--- config.mk ---
export PLATFORM = sky130hd
export DESIGN_NAME = vga_sync_gen_flat
export DESIGN_NICKNAME = d
export VERILOG_FILES = /design/src/rtl/vga_sync_if.sv /design/src/rtl/vga_sync_gen.sv /design/src/flat_wrapper.sv
export SDC_FILE = /design/constraint.sdc
export NUM_CORES = 1
export LEC_CHECK = 0
export ABC_AREA = 1
export BUFFER_PORTS_ARGS = -buffer_cell sky130_fd_sc_hd__buf_4
export CORE_ASPECT_RATIO = 1.1
export CORE_MARGIN = 3
export CORE_UTILIZATION = 33
export CTS_CLUSTER_DIAMETER = 60
export DETAILED_ROUTE_END_ITERATION = 12
export SLEW_MARGIN = 15
export SYNTH_ARGS = -nofsm -noshare
export SYNTH_HDL_FRONTEND = slang
export SYNTH_SLANG_ARGS = --single-unit
--- constraint.sdc ---
create_clock -name clk -period 2.4 [get_ports clk]
set_input_delay 0.48 -clock clk [delete_from_list [all_inputs] [get_ports clk]]
set_output_delay 0.48 -clock clk [all_outputs]
set_load 0.005 [all_outputs]
--- src/rtl/vga_sync_if.sv ---
// Timing outputs of the VGA sync generator, consumed by the colour-select stage.
interface vga_sync_if;
    logic       p_tick;
    logic [9:0] pixel_x;
    logic [9:0] pixel_y;
    logic       video_on;
    logic       hsync;
    logic       vsync;
    logic       frame_end;

    modport master (output p_tick, pixel_x, pixel_y, video_on, hsync, vsync, frame_end);
    modport slave  (input  p_tick, pixel_x, pixel_y, video_on, hsync, vsync, frame_end);
endinterface

--- src/rtl/vga_sync_gen.sv ---
// 640x480@60 timing generator: pixel-tick divider, h/v counters and registered
// sync/blanking decode aligned with the counters they describe.
module vga_sync_gen #(
    parameter int DIV    = 2,
    parameter int H_VIS  = 640,
    parameter int H_FP   = 16,
    parameter int H_SYNC = 96,
    parameter int H_BP   = 48,
    parameter int V_VIS  = 480,
    parameter int V_FP   = 10,
    parameter int V_SYNC = 2,
    parameter int V_BP   = 33
) (
    input  logic        clk,
    input  logic        reset_n,
    vga_sync_if.master  vga
);
    localparam int         H_TOT    = H_VIS + H_FP + H_SYNC + H_BP;
    localparam int         V_TOT    = V_VIS + V_FP + V_SYNC + V_BP;
    localparam logic [9:0] H_LAST   = 10'(H_TOT - 1);
    localparam logic [9:0] V_LAST   = 10'(V_TOT - 1);
    localparam logic [9:0] H_VIS_L  = 10'(H_VIS);
    localparam logic [9:0] V_VIS_L  = 10'(V_VIS);
    localparam logic [9:0] HS_START = 10'(H_VIS + H_FP);
    localparam logic [9:0] HS_END   = 10'(H_VIS + H_FP + H_SYNC);
    localparam logic [9:0] VS_START = 10'(V_VIS + V_FP);
    localparam logic [9:0] VS_END   = 10'(V_VIS + V_FP + V_SYNC);
    localparam int         DW       = (DIV > 1) ? $clog2(DIV) : 1;

    logic       tick;
    logic [9:0] h_cnt, v_cnt;
    logic [9:0] h_nxt, v_nxt;
    logic       h_wrap;
    logic       video_on_q, hsync_q, vsync_q;

    generate
        if (DIV > 1) begin : g_div
            logic [DW-1:0] div_cnt;
            always_ff @(posedge clk or negedge reset_n) begin
                if (!reset_n)                      div_cnt <= '0;
                else if (div_cnt == DW'(DIV - 1))  div_cnt <= '0;
                else                               div_cnt <= div_cnt + DW'(1);
            end
            assign tick = (div_cnt == DW'(DIV - 1));
        end else begin : g_nodiv
            assign tick = 1'b1;
        end
    endgenerate

    always_comb begin
        h_wrap = (h_cnt == H_LAST);
        h_nxt  = h_wrap ? 10'd0 : h_cnt + 10'd1;
        v_nxt  = v_cnt;
        if (h_wrap) v_nxt = (v_cnt == V_LAST) ? 10'd0 : v_cnt + 10'd1;
    end

    // Decode the next counter values so the registered flags line up with
    // pixel_x/pixel_y on the same edge.
    always_ff @(posedge clk or negedge reset_n) begin
        if (!reset_n) begin
            h_cnt      <= '0;
            v_cnt      <= '0;
            video_on_q <= 1'b0;
            hsync_q    <= 1'b1;
            vsync_q    <= 1'b1;
        end else if (tick) begin
            h_cnt      <= h_nxt;
            v_cnt      <= v_nxt;
            video_on_q <= (h_nxt < H_VIS_L) && (v_nxt < V_VIS_L);
            hsync_q    <= !((h_nxt >= HS_START) && (h_nxt < HS_END));
            vsync_q    <= !((v_nxt >= VS_START) && (v_nxt < VS_END));
        end
    end

    assign vga.p_tick    = tick;
    assign vga.pixel_x   = h_cnt;
    assign vga.pixel_y   = v_cnt;
    assign vga.video_on  = video_on_q;
    assign vga.hsync     = hsync_q;
    assign vga.vsync     = vsync_q;
    assign vga.frame_end = tick && (h_cnt == H_LAST) && (v_cnt == V_LAST);
endmodule
--- src/flat_wrapper.sv ---
// flat-port wrapper written by rule: the top's interface ports become plain ports
module vga_sync_gen_flat 
#(
    parameter int DIV    = 2,
    parameter int H_VIS  = 640,
    parameter int H_FP   = 16,
    parameter int H_SYNC = 96,
    parameter int H_BP   = 48,
    parameter int V_VIS  = 480,
    parameter int V_FP   = 10,
    parameter int V_SYNC = 2,
    parameter int V_BP   = 33
)
  (clk, reset_n, vga_p_tick, vga_pixel_x, vga_pixel_y, vga_video_on, vga_hsync, vga_vsync, vga_frame_end);
  vga_sync_if vga_i ();
  input  logic clk;
  input  logic reset_n;
  output wire logic [$bits(vga_i.p_tick)-1:0] vga_p_tick;
  output wire logic [$bits(vga_i.pixel_x)-1:0] vga_pixel_x;
  output wire logic [$bits(vga_i.pixel_y)-1:0] vga_pixel_y;
  output wire logic [$bits(vga_i.video_on)-1:0] vga_video_on;
  output wire logic [$bits(vga_i.hsync)-1:0] vga_hsync;
  output wire logic [$bits(vga_i.vsync)-1:0] vga_vsync;
  output wire logic [$bits(vga_i.frame_end)-1:0] vga_frame_end;
  assign vga_p_tick = vga_i.p_tick;
  assign vga_pixel_x = vga_i.pixel_x;
  assign vga_pixel_y = vga_i.pixel_y;
  assign vga_video_on = vga_i.video_on;
  assign vga_hsync = vga_i.hsync;
  assign vga_vsync = vga_i.vsync;
  assign vga_frame_end = vga_i.frame_end;
  vga_sync_gen #(.DIV(DIV), .H_VIS(H_VIS), .H_FP(H_FP), .H_SYNC(H_SYNC), .H_BP(H_BP), .V_VIS(V_VIS), .V_FP(V_FP), .V_SYNC(V_SYNC), .V_BP(V_BP)) u_core (.clk(clk), .reset_n(reset_n), .vga(vga_i));
endmodule
* Word level (Yosys, flattened, before mapping)
Index checks and enable logic that the tools add are counted.
Word-level totals: ROM bits 0, input bits 2, output and inout port bits 25, register bits 24, bits in writable memories 0, memories 0, bits in latches 0
Cells by class: reductions and logical operators 7, muxes and demuxes 4, eq/ne operators 2, multiply operators 0, order comparisons 6, add/subtract/negate cells 3, div/mod/pow operators 0, shift operators 0, bitwise gates (word level) 0
Operators by type and width (number):
- $mux W10 | 3
- $add A10 B1 Y10 const B | 2
- $eq A10 B10 Y1 const B | 2
- $lt A10 B10 Y1 const B | 2
- $lt A10 B9 Y1 const B | 2
- $ge A10 B10 Y1 const B | 1
- $ge A10 B9 Y1 const B | 1
- $logic_and A1 B1 Y1 | 5
- $logic_not A1 Y1 | 2
- $add A1 B1 Y1 const B | 1
- $mux W1 | 1

* Depth between registers and ports, before layout
Gate-level depths: netlist (run 1).
depth in word-level cells 6, gate-level depth with buffers 13

* Least setup slack after synthesis (run 1)
OpenSTA, ideal clock, no wires.
kind register -> output, from register u_core.g_div.div_cnt, in the netlist u_core.vga.p_tick, to output vga_frame_end, path slack 803 ps, stages on the path, launching flop included 5, arrival time 1117 ps, cell sequence dfrtp_1 buf_2 clkinv_1 clkbuf_1 nor3_1
Between the ends: longest elaborated chain between the ends 2
Ends and longest elaborated chain:
- start: declaration | line vga_sync_gen.sv:38 | logic [DW-1:0] div_cnt;
- start signal: assignment | line vga_sync_gen.sv:42 | else div_cnt <= div_cnt + DW'(1);
- $logic_and A1 B1 Y1 (2 in a row) | line vga_sync_gen.sv:81 | assign vga.frame_end = tick && (h_cnt == H_LAST) && (v_cnt == V_LAST);
- end: declaration | line flat_wrapper.sv:24 | output wire logic [$bits(vga_i.frame_end)-1:0] vga_frame_end;
Every way passes these cells.

* Worst setup path in the final report (run 1)
from register u_core.h_cnt[1], in the netlist u_core.vga.pixel_x[1], to output vga_frame_end
Between the ends: longest elaborated chain between the ends 3
Ends and longest elaborated chain:
- start: declaration | line vga_sync_gen.sv:31 | logic [9:0] h_cnt, v_cnt;
- start signal: assignment | line vga_sync_gen.sv:67 | h_cnt <= h_nxt;
- $eq A10 B10 Y1 | line vga_sync_gen.sv:81
- $logic_and A1 B1 Y1 (2 in a row) | line vga_sync_gen.sv:81
Every way passes these cells.

==> impl_metrics.tcl, run 1 <==
set metrics [dict create \
    fin_crit_sh_pct 88.1 \
    syn_to_final_growth_pct 19.9 \
    arrival_ns 1.63 \
    cp.required_ns 1.92 \
    ys_seq_area_share_pct 36.4 \
    r2r-start "u_core.vga.pixel_x[1]$_DFFE_PN0P_" \
    cts-root-buf "clkbuf_8" \
    clock_latency_ns 0.27 \
    grt_overflow 0 \
    min_period_ns 2.11 \
    synth_top_area_cell "dfrtp_1" \
    p_leak_nw 1.08 \
    cts_buffers 3 \
    rrSetupSlack_ns 0.59 \
    gp_congestion 0.843 \
    clk_pin_slew_worst_paths_ns 0.09 \
    drt_iter0_drc 77 \
    io_buffer_count 26 \
    cts_max_path_buffers 2 \
    synth.avg_cell_area_um2 6.66 \
    post_drt_wl_per_cell_um 12.2 \
    final_cell_mix "nand2_1, inv_1, nor2_1, buf_4, dfrtp_1" \
    drive_gt1_share_pct 18.5 \
    dpl.hpwl_um 3140 \
    synth_area_um2 1660 \
    synthTopCellsByArea "dfrtp_1, nand2_1, inv_1" \
    antenna_cells 0 \
    slew_viol_final 0 \
    synth-warning-count 0 \
    cts_tree "yes" \
    cts_resized 0 \
    finalHoldViolations 0 \
    r2r_end "u_core.vga.vsync$_DFFE_PN1P_" \
    synth-edff-count 0 \
    fin_tns_setup_ns 0 \
    fin_worst_skew_ns 0.00235 \
    boundaryPins 27 \
    ys_seq_elements 24 \
    syn_nets 254 \
    worstHoldPathType "input port to async pin" \
    fp.dieW_um 73.6 \
    vias_per_cell 4.92 \
    grtUsageTotal_pct 15.1 \
    place_area_um2 1920 \
    critPathMaxStageDelay_ns 0.42 \
    antenna_found_initial 0 \
    cp_slowest_cell "dfrtp_1" \
    rows 26 \
    r2r_cells 12 \
    yosysTopAreaCellShare_pct 33.2 \
    vias 1634 \
    setup_viol 0 \
    nNetsFinal 282 \
    rsz0062_at_grt "no" \
    htreeDepth 1 \
    die_h_um 80.3 \
    crit_fanout 8 \
    start_kind "register" \
    crit_type "register to primary output" \
    dieArea_um2 5910 \
    end_kind "primary output" \
    synth_ff_type "dfrtp_1" \
    grt_pass1_wl_um 6990 \
    core_um2 4750 \
    yosysUniqueCellTypes 27 \
    finalWirelength_um 4050 \
    dr.pass1.iters 4 \
    ctsHoldBuffers 0 \
    crit_family "simple AND/OR/NAND/NOR gates" \
    clock_sinks 24 \
    final_area_um2 1990 \
    post_cts_buffers 0 \
    drv_cap 0 \
    ant_nets 0 \
    grt_start_max_net_pins 27 \
    drc 0 \
    initial_core_util_pct 34.9 \
    outcome "finished clean" \
    synthCells 249 \
    ir_worst_vdd_mv 0.163 \
    cpMostUsedCell "nand2_2" \
    grt_pass1_vias 1554 \
    synthArstFlopShare_pct 100 \
    slew_headroom_pct 79.1 \
    crit_path_cell_trace "ha_1, nand2_2, nor2_4, nand2_2, nor3_1, buf_4" \
    final_common_cell "nand2_1" \
    fmax_mhz 473 \
    tightest_slew_ns 0.313 \
    power.density_nw_per_um2 390 \
    path_buf_inv 1 \
]
==> how the worst max path moves through the flow <==
stage | start | end | slack, ns | cells past startpoint
global placement | u_core.vga.pixel_y[0]$_DFFE_PN0P_ | vga_frame_end | 0.63 | 7
finish | u_core.vga.pixel_x[1]$_DFFE_PN0P_ | vga_frame_end | 0.29 | 6
global route | u_core.vga.pixel_y[1]$_DFFE_PN0P_ | vga_frame_end | 0.14 | 7
CTS | u_core.vga.pixel_x[0]$_DFFE_PN0P_ | vga_frame_end | 0.26 | 6
floorplan | u_core.vga.p_tick$_DFF_PN0_ | vga_frame_end | 0.80 | 4
detailed placement | u_core.vga.pixel_x[1]$_DFFE_PN0P_ | vga_frame_end | 0.58 | 6
==> synthesized netlist by cell type (all sizes together), types with 3 or more instances <==
cell type,instances
clkbuf,3
nand3,20
nor2,35
o21a,4
xor2,3
nand2,83
ha,3
dfrtp,22
inv,37
nor3,3
o21ai,17
nand4,7
==> kinds of logic after synthesis <==
family	after synthesis	share of synthesized area, %
and+or+nand+nor	150	41.1
buffers and inverters	43	9.89
AOI/OAI and AO/OA	26	8.75
DFF	24	36.4
xor gates and xnor gates	3	1.59
adders and majority gates	3	2.26
==> area by class of cell <==
| class | count | area (um^2) |
|---|---|---|
| inverter | 38 | 143 |
| clock inverter | 1 | 30.0 |
| timing repair buffer | 28 | 210 |
| sequential | 24 | 603 |
| multi-input combinational | 182 | 891 |
| fill | 515 | 2760 |
| tap | 56 | 70.1 |
| clock buffer | 3 | 41.3 |
==> sequential cells by signal, indices dropped and copies added (netlist names) <==
name / count
u_core.vga.vsync: 1
u_core.vga.hsync: 1
u_core.vga.video_on: 1
u_core.vga.pixel_y: 10
u_core.vga.pixel_x: 10
u_core.vga.p_tick: 1
==> where the power goes <==
part / total [mW] / internal, mW / switching [mW]
sequential: 0.404 / 0.404 / 0
combinational: 0.00881 / 0.00111 / 0.00770
clock: 0.362 / 0.223 / 0.138
total: 0.775 / 0.629 / 0.146
==> through the flow <==
| step | utilization, % | cells | worst slack, ns | total power, mW | hold WS (ns) |
|---|---|---|---|---|---|
| 2_1_floorplan | - | 249 | 0.803 | 0.412 | 0.184 |
| 3_3_place_gp | 40.4 | 328 | 0.633 | 0.422 | 0.403 |
| 3_5_place_dp | 40.4 | 328 | 0.578 | 0.422 | 0.406 |
| 4_1_cts | 41.9 | 332 | 0.263 | 0.786 | 0.100 |
| 5_1_grt | 41.9 | 332 | 0.141 | 0.804 | 0.103 |
| 6_report | 41.9 | 332 | 0.286 | 0.775 | 0.0901 |
==> routing by layer <==
layer  wire length [um]  GRT usage [%]  share of wire, %
met3                140           2.50               3.5
met5                  0              0                 0
met4                 76           7.07               1.9
met2               1940           24.6                48
met1               1890           19.1                47
No activity file was read; power rests on OpenSTA's default activity.
==> run 2, diff against run 1 <==
--- a/config.mk
+++ b/config.mk
@@ -12,6 +12,7 @@
 export CORE_UTILIZATION = 33
 export CTS_CLUSTER_DIAMETER = 60
 export DETAILED_ROUTE_END_ITERATION = 12
+export PLACE_DENSITY = 0.58
 export SLEW_MARGIN = 15
 export SYNTH_ARGS = -nofsm -noshare
 export SYNTH_HDL_FRONTEND = slang
==> constraint.sdc (replaced) <==
create_clock -name clk -period 2.3 [get_ports clk]
set_input_delay 0.46 -clock clk [delete_from_list [all_inputs] [get_ports clk]]
set_output_delay 0.46 -clock clk [all_outputs]
set_load 0.01 [all_outputs]
==> run 2 against run 1 <==
  * Hold slack worse by 0.011 ns
  * First-iteration DRC count up 1.3%
  * Total power down 7.1%
  * Sequential share of layout area up 0.25 points
  * Clock power down 20%
  * Critical path depth unchanged
  * Core utilization down 0.34 points
  * Non-clock buffer count unchanged
  * Register-to-register slack worse by 0.07 ns
  * Sequential power up 4%
==> impl_metrics.tcl, run 2 (synthesis results as in run 1) <==
set metrics [dict create \
    outcome "finished clean" \
    fin_tns_setup_ns 0 \
    power_frac_clock_pct 40.1 \
    dieArea_um2 5910 \
    ctsHoldBuffers 0 \
    drive_gt1_share_pct 18.5 \
    p_leak_nw 1.07 \
    power.switching_fraction_pct 20.0 \
    cts_resized 0 \
    fmax_mhz 482 \
    cts_max_path_buffers 2 \
    final_common_cell "nand2_1" \
    grt_overflow 0 \
    initial_core_util_pct 34.9 \
    drv_cap 0 \
    grt_pass1_wl_um 7160 \
    io_buffer_count 26 \
    slew_headroom_pct 78.6 \
    vias_per_cell 4.87 \
    clock_sinks 24 \
    rrSetupSlack_ns 0.52 \
    tightest_slew_ns 0.321 \
    combPwrFrac_pct 1.3 \
    r2r_end "u_core.vga.video_on$_DFFE_PN0P_" \
    die_h_um 80.3 \
    ir_worst_vdd_mv 0.149 \
    boundaryPins 27 \
    antenna_cells 0 \
    ant_nets 0 \
    seq_power_share_pct 58.6 \
    setup_ws_ns 0.225 \
    grt_pass1_vias 1577 \
    clock_latency_ns 0.26 \
    crit_fanout 8 \
    fp.dieW_um 73.6 \
    final_area_um2 1970 \
    min_period_ns 2.08 \
    worstHoldPathType "input port to async pin" \
    p_switching_mw 0.144 \
    cp.required_ns 1.84 \
    post_cts_buffers 0 \
    gp_congestion 0.818 \
    final_cell_mix "nand2_1, inv_1, nor2_1, buf_4, dfrtp_1" \
    crit_type "register to primary output" \
    finalHoldViolations 0 \
    syn_to_final_growth_pct 18.9 \
    r2r-start "u_core.vga.pixel_x[0]$_DFFE_PN0P_" \
    fin_crit_sh_pct 90.2 \
    dpl.hpwl_um 3180 \
    dp_slack_ns 0.520 \
    nNetsFinal 282 \
    fin_worst_skew_ns 0.00526 \
    setup_viol 0 \
    finalPower_mw 0.719 \
    grt_start_max_net_pins 27 \
    drc 0 \
    place_area_um2 1920 \
    r2r_cells 12 \
    intPower_mw 0.576 \
    grtUsageTotal_pct 15.3 \
    cts-root-buf "clkbuf_8" \
    finalWirelength_um 4110 \
    dr.pass1.iters 4 \
    end_kind "primary output" \
    antenna_found_initial 0 \
    nFillCells 511 \
    cts_tree "yes" \
    core_um2 4750 \
    start_kind "register" \
    clk_pin_slew_worst_paths_ns 0.09 \
    cp-startpoint "u_core.vga.pixel_x[0]$_DFFE_PN0P_" \
    rows 26 \
    cts_buffers 3 \
    slew_viol_final 0 \
    drt_iter0_drc 78 \
    htreeDepth 1 \
    rsz0062_at_grt "no" \
    vias 1617 \
    post-route-util_pct 41.5 \
    post_drt_wl_per_cell_um 12.4 \
    arrival_ns 1.62 \
    power.density_nw_per_um2 365 \
]
run 2: area by class of cell:
cell class              instances  area (um^2)  share of cell area [%]
multi-input cells             182          891                    45.2
flip-flops and latches         24          603                    30.6
repair buffers                 28          210                    10.7
inverters                      38          143                    7.23
well taps                      56         70.1                    3.55
clock buffers                   4         55.1                    2.79
run 2: power groups by stage:
stage	Sequential [mW]	Clock (mW)	Combinational [mW]
after global routing	0.422	0.327	0.0114
after CTS	0.422	0.308	0.0103
after global placement	0.430	0	0.0101
final	0.422	0.288	0.00931
after floorplan	0.430	0	0.000000603
after detailed placement	0.430	0	0.0103
run 2: worst max-delay path: stages (launching register included):
cell	delay [ns]
dfrtp_1	0.41
ha_1	0.20
nand2_2	0.09
nor2_4	0.16
nand2_2	0.13
nor3_1	0.20
buf_4	0.15
run 2: through the flow:
stage                     cells  hold WS, ns
after floorplan             249        0.164
after global placement      328        0.381
after detailed placement    328        0.384
after CTS                   332       0.0835
after global routing        332       0.0920
final                       332       0.0786
run 2: worst max-delay path by stage:
stage | end | slack [ns] | cells past startpoint
after floorplan | vga_frame_end | 0.58 | 4
final | vga_frame_end | 0.22 | 6
after global routing | vga_frame_end | 0.04 | 7
after detailed placement | vga_frame_end | 0.52 | 6
after global placement | vga_frame_end | 0.54 | 7
after CTS | vga_frame_end | 0.21 | 6
run 2: layer usage:
layer / wire (um) / GRT usage (%) / vias up / share of wire [%]
li1: - / - / 835 / -
met1: 1870 / 19.3 / 740 / 45
met2: 2010 / 26.7 / 38 / 49
met3: 190 / 2.13 / 4 / 4.6
met4: 49 / 4.17 / 0 / 1.2
met5: 0 / 0 / - / 0
==> run 3, diff against run 2 <==
--- a/config.mk
+++ b/config.mk
@@ -5,14 +5,16 @@
 export SDC_FILE = /design/constraint.sdc
 export NUM_CORES = 1
 export LEC_CHECK = 0
-export ABC_AREA = 1
+export ABC_AREA = 0
 export BUFFER_PORTS_ARGS = -buffer_cell sky130_fd_sc_hd__buf_4
 export CORE_ASPECT_RATIO = 1.1
 export CORE_MARGIN = 3
 export CORE_UTILIZATION = 33
 export CTS_CLUSTER_DIAMETER = 60
 export DETAILED_ROUTE_END_ITERATION = 12
-export PLACE_DENSITY = 0.58
+export GPL_TIMING_DRIVEN = 0
+export PLACE_DENSITY = 0.59
+export REMOVE_ABC_BUFFERS = 1
 export SLEW_MARGIN = 15
 export SYNTH_ARGS = -nofsm -noshare
 export SYNTH_HDL_FRONTEND = slang
==> run 3 against run 2 <==
  * Synthesized cell count is 29% lower
  * Cell area down 0.57%
  * Combinational power barely moved
  * Global-route usage shrank 0.99 points
  * Via count decreased by 12%
  * Die area decreased by 6.9%
==> impl_metrics.tcl, run 3 <==
set metrics [dict create \
    clk_pin_slew_worst_paths_ns 0.09 \
    cts_tree "yes" \
    fin_worst_skew_ns 0.00383 \
    grtUsageTotal_pct 14.3 \
    cts-root-buf "clkbuf_8" \
    htreeDepth 1 \
    worstHoldPathType "input port to async pin" \
    boundaryPins 27 \
    ant_nets 0 \
    yosysUniqueCellTypes 46 \
    final_cell_mix "buf_4, nand2_1, dfrtp_1" \
    finalHoldViolations 0 \
    min_period_ns 2.19 \
    synth_common_cells "dfrtp_1, nand2_1, nand3_1, nor2_1, o21ai_0" \
    rows 25 \
    synth_area_um2 1530 \
    seq_power_share_pct 57.1 \
    die_h_um 77.5 \
    post_drt_wl_per_cell_um 14.5 \
    synthCells 177 \
    fp.dieW_um 71.0 \
    tightest_slew_ns 0.812 \
    antenna_cells 0 \
    core_um2 4380 \
    cts_buffers 3 \
    final_common_cell "buf_4" \
    synth_ff_type "dfrtp_1" \
    cp.required_ns 1.84 \
    crit_fanout 5 \
    outcome "finished clean" \
    synth-edff-count 0 \
    drive_gt1_share_pct 29.2 \
    setup_viol 0 \
    nFillCells 427 \
    power.density_nw_per_um2 376 \
    fin_crit_sh_pct 95.3 \
    power_frac_clock_pct 41.6 \
    final_cell_count_no_fill 263 \
    arrival_ns 1.73 \
    nNetsFinal 215 \
    drc 0 \
    intPower_mw 0.576 \
    fin_tns_setup_ns 0 \
    clock_latency_ns 0.28 \
    grt_pass1_vias 1347 \
    highest_layer "met4" \
    ir_worst_vdd_mv 0.257 \
    place_area_um2 1750 \
    path_buf_inv 2 \
    initial_core_util_pct 35.0 \
    antenna_found_initial 0 \
    critPathMaxStageDelay_ns 0.42 \
    rsz0062_at_grt "no" \
    finalWirelength_um 3810 \
    synthTopCellsByArea "dfrtp_1, nand2_1, nand3_1" \
    crit_path_cell_trace "ha_4, nand4_4, nor4b_4, buf_4, and3_1, buf_4" \
    crit_type "register to primary output" \
    wl_met1_um 1660 \
    yosysMostFrequentCell "dfrtp_1" \
    ys_seq_elements 24 \
    wl_met2_um 1930 \
    grt_overflow 0 \
    start_kind "register" \
    drt_iter0_drc 111 \
    synth-warning-count 0 \
    ys_seq_area_share_pct 39.3 \
    dpl.hpwl_um 2530 \
    p_switching_mw 0.162 \
    io_buffer_count 26 \
    end_kind "primary output" \
    clock_sinks 24 \
    cts_max_path_buffers 2 \
    synthArstFlopShare_pct 100 \
    p_leak_nw 0.855 \
    yosysTopAreaCellShare_pct 35.9 \
    power.switching_fraction_pct 21.9 \
    cpMostUsedCell "buf_4" \
    cp_slowest_cell "dfrtp_1" \
    route.met3.wl_um 195 \
    dr.pass1.iters 4 \
    synth_top_area_cell "dfrtp_1" \
    drv_cap 0 \
    crit_family "simple AND/OR/NAND/NOR gates" \
    syn_to_final_growth_pct 27.8 \
    synth.avg_cell_area_um2 8.67 \
    vias 1426 \
    vias_per_cell 5.42 \
    gp_congestion 0.778 \
    final_area_um2 1960 \
    grt_start_max_net_pins 27 \
    combPwrFrac_pct 1.3 \
    slew_headroom_pct 45.9 \
    rrSetupSlack_ns 0.13 \
    dp.cells 246 \
    fmax_mhz 456 \
    slew_viol_final 0 \
    grt_pass1_wl_um 6530 \
    dieArea_um2 5500 \
]
-- run 3: final timing paths --
path / start / cells past startpoint / endpoint
min in group clk: u_core.vga.hsync$_DFFE_PN1P_ / 2 / u_core.vga.hsync$_DFFE_PN1P_
max in group asynchronous: reset_n / 1 / u_core.vga.hsync$_DFFE_PN1P_
hold reg to reg: u_core.vga.hsync$_DFFE_PN1P_ / 2 / u_core.vga.hsync$_DFFE_PN1P_
setup / recovery: u_core.vga.pixel_x[0]$_DFFE_PN0P_ / 6 / vga_frame_end
hold / removal: reset_n / 1 / u_core.vga.pixel_x[3]$_DFFE_PN0P_
setup reg to reg: u_core.vga.pixel_y[0]$_DFFE_PN0P_ / 11 / u_core.vga.video_on$_DFFE_PN0P_
-- run 3: cell type report --
class,count,area [um^2],area share [%]
flip-flops and latches,24,609,31.1
inverters,7,26.3,1.34
well taps,54,67.6,3.45
multi-input cells,134,902,46.0
clock buffers,4,55.1,2.81
repair buffers,40,300,15.3
-- run 3: timing repair --
item | 4_1_cts | 5_1_grt
gates resized for setup | 3 | 10
pin swaps | 2 | 4
hold buffers | 0 | 0
setup endpoints to repair | 14 | 8
hold endpoints to repair | 0 | 0
buffers inserted | 7 | 6
gates cloned | 0 | 0
-- run 3: power by group through the flow --
| stage | clock, mW | combinational (mW) | sequential, mW |
|---|---|---|---|
| final | 0.307 | 0.00928 | 0.422 |
| after global routing | 0.334 | 0.0114 | 0.422 |
| after CTS | 0.314 | 0.0105 | 0.422 |
| after detailed placement | 0 | 0.0105 | 0.430 |
| after global placement | 0 | 0.0102 | 0.430 |
| after floorplan | 0 | 0.000000296 | 0.430 |
-- run 3: routing by layer --
metal	global-route usage, %	up-vias
met5	0	-
met4	2.44	0
met3	3.63	5
met2	24.7	34
met1	18.1	678
li1	-	709
-- run 3: through the flow --
stage / power [mW] / util, % / hold WS (ns) / setup slack (ns)
global placement: 0.440 / 39.7 / 0.383 / -1.01
detailed placement: 0.440 / 40.0 / 0.388 / -0.533
finish: 0.738 / 44.8 / 0.0652 / 0.107
floorplan: 0.430 / - / 0.164 / -0.265
global route: 0.767 / 44.8 / 0.0836 / 0.00470
CTS: 0.747 / 42.9 / 0.0806 / 0.000840
-- run 3: kinds of logic after synthesis --
family	count (synthesis)	synth area share (%)
AOI/OAI and AO/OA	39	16.6
xor gates and xnor gates	8	4.57
adders and majority gates	3	2.45
buffers and inverters	19	5.46
DFF	24	39.3
muxes	4	2.77
and+or+nand+nor	80	28.8
